## config.mk

```make
export PLATFORM = sky130hd
export DESIGN_NAME = bus_arb_mux
export DESIGN_NICKNAME = d
export VERILOG_FILES = /design/src/rtl/bus_arb_mux.sv
export SDC_FILE = /design/constraint.sdc
export NUM_CORES = 1
export LEC_CHECK = 0
export CAP_MARGIN = 25
export CORE_UTILIZATION = 39
export CTS_CLUSTER_SIZE = 10
export DETAILED_ROUTE_END_ITERATION = 10
export GPL_ROUTABILITY_DRIVEN = 0
export GPL_TIMING_DRIVEN = 0
export PLACE_DENSITY = 0.87
export SLEW_MARGIN = 20
export SYNTH_ARGS = -nofsm -noshare
export SYNTH_HDL_FRONTEND = slang
export SYNTH_SLANG_ARGS = --single-unit
```

## constraint.sdc

```tcl
create_clock -name Clk -period 3.55 [get_ports Clk]
set_clock_uncertainty 0.2 [all_clocks]
set_input_delay 0.71 -clock Clk [delete_from_list [all_inputs] [get_ports Clk]]
set_output_delay 0.71 -clock Clk [all_outputs]
set_load 0.02 [all_outputs]
```

## src/rtl/bus_arb_mux.sv

```systemverilog
// N-channel arbitrated bus mux: picks one valid producer (fixed priority or round-robin) into a one-deep output register.
// Latency: 1 cycle from input transfer to out_valid; full throughput with out_ready held high.
// Backpressure: in_ready is granted only when the register is empty or draining this cycle; a stall holds all state.
module bus_arb_mux #(
    parameter int WIDTH = 16,
    parameter int N     = 4,
    parameter int RR    = 1
) (
    input  logic                 Clk,
    input  logic                 Reset_n,
    input  logic [N-1:0]         in_valid,
    input  logic [N*WIDTH-1:0]   in_data,
    output logic [N-1:0]         in_ready,
    output logic                 out_valid,
    output logic [WIDTH-1:0]     out_data,
    output logic [N-1:0]         out_sel,
    input  logic                 out_ready
);

    localparam int PW = (N > 1) ? $clog2(N) : 1;

    logic [PW-1:0]    ptr;
    logic [PW-1:0]    win_idx;
    logic [N-1:0]     grant;
    logic             found;
    logic [WIDTH-1:0] win_data;
    logic             load_en;
    logic             any_vld;

    // The register can accept a new word when it is empty or is being drained this cycle.
    assign load_en = ~out_valid | out_ready;
    assign any_vld = |in_valid;

    // In reset the register is forced empty, so load_en alone would grant; gate with Reset_n.
    assign in_ready = grant & {N{load_en & Reset_n}};

    // Arbitration: scan channels in priority order, first valid one wins.
    // Round-robin starts just after the last winner; fixed priority starts at channel 0.
    always_comb begin
        grant   = '0;
        win_idx = '0;
        found   = 1'b0;
        for (int k = 0; k < N; k++) begin
            logic [PW-1:0] idx;
            if (RR != 0) begin
                idx = PW'((int'(ptr) + 1 + k) % N);
            end else begin
                idx = PW'(k);
            end
            if (!found && in_valid[idx]) begin
                grant[idx] = 1'b1;
                win_idx    = idx;
                found      = 1'b1;
            end
        end
    end

    // AND-OR select of the winning channel's word using the one-hot grant.
    always_comb begin
        win_data = '0;
        for (int k = 0; k < N; k++) begin
            if (grant[k]) begin
                win_data = win_data | in_data[k*WIDTH +: WIDTH];
            end
        end
    end

    // Output register and round-robin pointer; reset leaves ptr at N-1 so channel 0 goes first.
    always_ff @(posedge Clk or negedge Reset_n) begin
        if (!Reset_n) begin
            out_valid <= 1'b0;
            out_data  <= '0;
            out_sel   <= '0;
            ptr       <= PW'(N - 1);
        end else if (load_en) begin
            if (any_vld) begin
                out_valid <= 1'b1;
                out_data  <= win_data;
                out_sel   <= grant;
                if (RR != 0) begin
                    ptr <= win_idx;
                end
            end else begin
                out_valid <= 1'b0;
            end
        end
    end

endmodule

```

==> results.sh <==
export IMPL_run_status="complete, but fails checks"
export IMPL_violations="negative setup slack"
export IMPL_drv_cap=0
export IMPL_worstSetupEndpointType="primary output"
export IMPL_power_frac_comb=0.802
export IMPL_r2r_slack_ns=0.41
export IMPL_synth_edf_count=0
export IMPL_vias=2748
export IMPL_avgSynthCellArea_um2=8.67
export IMPL_layout_drive_gt1_share=0.267
export IMPL_p_leak_uw=0.00139
export IMPL_final_nets=456
export IMPL_wirelength_mm=8.48
export IMPL_dp_slack_ns=-1.00
export IMPL_vdd_drop_max_mv=0.468
export IMPL_fin_crit_sh=1.03
export IMPL_start_util=0.405
export IMPL_grt_total_usage=0.270
export IMPL_multi_input_area_um2=1680
export IMPL_root_buffer="clkbuf_8"
export IMPL_placed_cells=424
export IMPL_timing_rr_end="out_data[15]"
export IMPL_synth_fp_nets=334
export IMPL_yosysWarnings=0
export IMPL_max_slew_margin_rel=0.472
export IMPL_diodes=0
export IMPL_hp_class="reg -> reg"
export IMPL_syn_to_final_growth_pct=65.7
export IMPL_hold_depth=2
export IMPL_final_cells=450
export IMPL_ioPinCount=96
export IMPL_cts_tree="yes"
export IMPL_p_switching_uw=1550
export IMPL_rows=27
export IMPL_grt_pass1_vias=2772
export IMPL_dieArea_um2=6020
export IMPL_async_reset_ff_frac=1.00
export IMPL_endpoint="in_ready[2]"
export IMPL_fmax_mhz=274
export IMPL_cts_buffers=3
export IMPL_viasPerCell=6.11
export IMPL_die_x_um=77.6
export IMPL_syn_inst=257
export IMPL_synth_seq_cells=23
export IMPL_cp_top_family="buffers and inverters"
export IMPL_grt_overflow=0
export IMPL_portBuffers=94
export IMPL_worst_slew_pin_slew_ns=0.790
export IMPL_seqPwrFrac=0.145
export IMPL_cp_arrival_ns=2.74
export IMPL_syn_area_um2=2230
export IMPL_dr_pass1_iters=7
export IMPL_p_total_uw=3250
export IMPL_chipHeight_um=77.6
export IMPL_postRouteAntennaNets=0
export IMPL_finalHoldViolCount=0
export IMPL_clockBufferDepth=2
export IMPL_internal_power_uw=1700
export IMPL_cts_max_level=1
export IMPL_cp_slowest_cell="clkdlybuf4s50_1"
export IMPL_worstPathCellList="clkdlybuf4s50_1 > clkbuf_4 > mux2_2 > mux2i_4 > o21ai_4 > nor2_4 > buf_4 > nor2_4 > nor2_2 > buf_6"
export IMPL_crit_fanout=10
export IMPL_seqCellArea_um2=578
export IMPL_rr_startpoint="ptr[0]"
export IMPL_crit_path_start_kind="input port"
export IMPL_final_core_util=0.671
export IMPL_antenna_found_initial=0
export IMPL_setup_viol=4
export IMPL_clkLatencyLatePin_ns=0.28
export IMPL_grt_max_degree=15
export IMPL_cp_required_ns=2.64
export IMPL_fin_crit_ns=3.65
export IMPL_startpoint="in_valid[1]"
export IMPL_dr_first_iter_drc_count=216
export IMPL_wl_per_cell_um=18.8
export IMPL_postCtsHoldBufs=0
export IMPL_cp_depth=10
export IMPL_synth_distinct_cells=54
export IMPL_core_area_um2=5510
export IMPL_cpPeakStageDelay_ns=0.47
export IMPL_cts_sinks=23
export IMPL_rsz0062_at_grt="yes"
export IMPL_clkPwrFrac=0.053
export IMPL_dp_hpwl_mm=5.54
export IMPL_fin_ws_ns=-0.100
export IMPL_p_sw_frac=0.477
export IMPL_synth_flop_cell="dfrtp_1"
export IMPL_grt_pass1_wl_mm=13.0
export IMPL_drc=0
export IMPL_power_density_nw_per_um2=881
export IMPL_ys_seq_area_frac=0.259
export IMPL_path_clk_slew_ns=0.08
export IMPL_slew_viol_final=0
export IMPL_n_fill_cell=404
export IMPL_cp_num_buf_inv=4
export IMPL_cpMostUsedCell="nor2_4"
export IMPL_reg2reg_depth=11
export IMPL_criticalPathCategory="in -> out"
==> cell families (layout without fill, tap and decap cells) <==
family	after synthesis	in the layout	synth area share
buffers and inverters	25	146	0.0651
AO/OA/AOI/OAI	83	83	0.371
flip-flops	23	23	0.259
AND/OR/NAND/NOR	110	110	0.218
multiplexers	10	10	0.0528
adder cells (fa/ha/maj)	6	6	0.0337
==> tightest hold or removal path, stage by stage, from the launching register on <==
cell and delay, ns:
dfrtp_1 0.36, nand2_1 0.06, nand2_1 0.06
==> metal layers <==
layer	up-vias	GRT usage	wire [µm]
met3	35	0.0600	584
met5	-	0	0
met1	1326	0.307	3300
li1	1227	-	-
met4	0	0.102	342
met2	160	0.488	4250
==> cell usage after synthesis, types with 2 or more instances <==
library cell   n  area share
nand4_1        2      0.0056
ha_1           6       0.034
a32o_1         3       0.013
dfrtp_1       21        0.24
a41oi_1        7       0.028
nor2_2         2      0.0056
a22oi_1       10       0.034
o21ai_0        7       0.016
clkbuf_1       5      0.0084
a21o_1         3       0.010
mux2i_1        5       0.022
a31oi_1        2      0.0056
mux2_2         3       0.015
buf_6          3       0.015
o31ai_1        2      0.0067
o211ai_4       2       0.019
nor3_1         4      0.0090
a221oi_1      16       0.063
a41oi_2        9       0.066
nor2b_1        3      0.0084
a21oi_1        2      0.0045
nor2_1        27       0.045
nand3_1        8       0.018
nand2_1       53       0.089
inv_1          6       0.010
buf_4          2      0.0067
and3_1         2      0.0056
buf_2          7       0.016
a22oi_2        9       0.051
dfstp_2        2       0.024
==> layout make-up <==
cell class	instances	share of cell area
Clock inverter	1	0.00136
Timing Repair Buffer	122	0.315
Multi-Input combinational cell	209	0.455
Buffer	13	0.0268
Sequential cell	23	0.157
Inverter	7	0.00949
Clock buffer	3	0.0112
Tap cell	72	0.0244
==> state kept, by name, indices dropped and copies added (netlist names) <==
signal     cells
ptr            2
out_data      16
out_sel        4
out_valid      1
==> how the worst min path moves through the flow <==
| stage | from | endpoint | slack, ns |
|---|---|---|---|
| 3_5_place_dp | out_sel[3] | out_sel[3] | 0.27 |
| 6_report | out_sel[3] | out_sel[3] | 0.30 |
| 3_3_place_gp | out_sel[2] | out_sel[2] | 0.26 |
| 5_1_grt | out_sel[2] | out_sel[2] | 0.34 |
| 4_1_cts | out_sel[2] | out_sel[2] | 0.29 |
| 2_1_floorplan | Reset_n | out_data[0] | 0.21 |
==> repair_timing <==
item,4_1_cts,5_1_grt
setup buffers,20,7
endpoints found under the setup margin,4,4
pin swaps,11,9
endpoints found under the hold margin,0,0
resized for setup,46,18
==> cell usage in the layout (no fill, tap or decap), types with 4 or more instances in the layout <==
master and n:
clkdlybuf4s50_1 90, nand2_1 51, buf_4 26, nor2_1 22
dfrtp_1 21, a221oi_1 16, a22oi_2 10, a22oi_1 9
a41oi_2 9, buf_6 7, nand3_1 7, o21ai_0 7
a41oi_1 7, inv_1 5, buf_2 5, ha_1 5
nor2_2 4, nor3_1 4
==> power groups by stage <==
stage               clock [µW]  sequential [µW]  combinational [µW]
global route               180              485                2760
finish                     173              471                2610
floorplan                    0              610                1260
CTS                        171              468                2420
detailed placement           0              480                2030
global placement             0              474                1990
==> per-stage QoR <==
stage	TNS (ns)	hold WS, ns	area, µm²
3_5_place_dp	-3.80	0.269	3300
6_report	-0.276	0.300	3690
5_1_grt	-0.562	0.343	3690
3_3_place_gp	-3.62	0.263	3290
2_1_floorplan	0	0.214	2260
4_1_cts	-0.527	0.288	3610
Power figures use the tool's default switching activity.
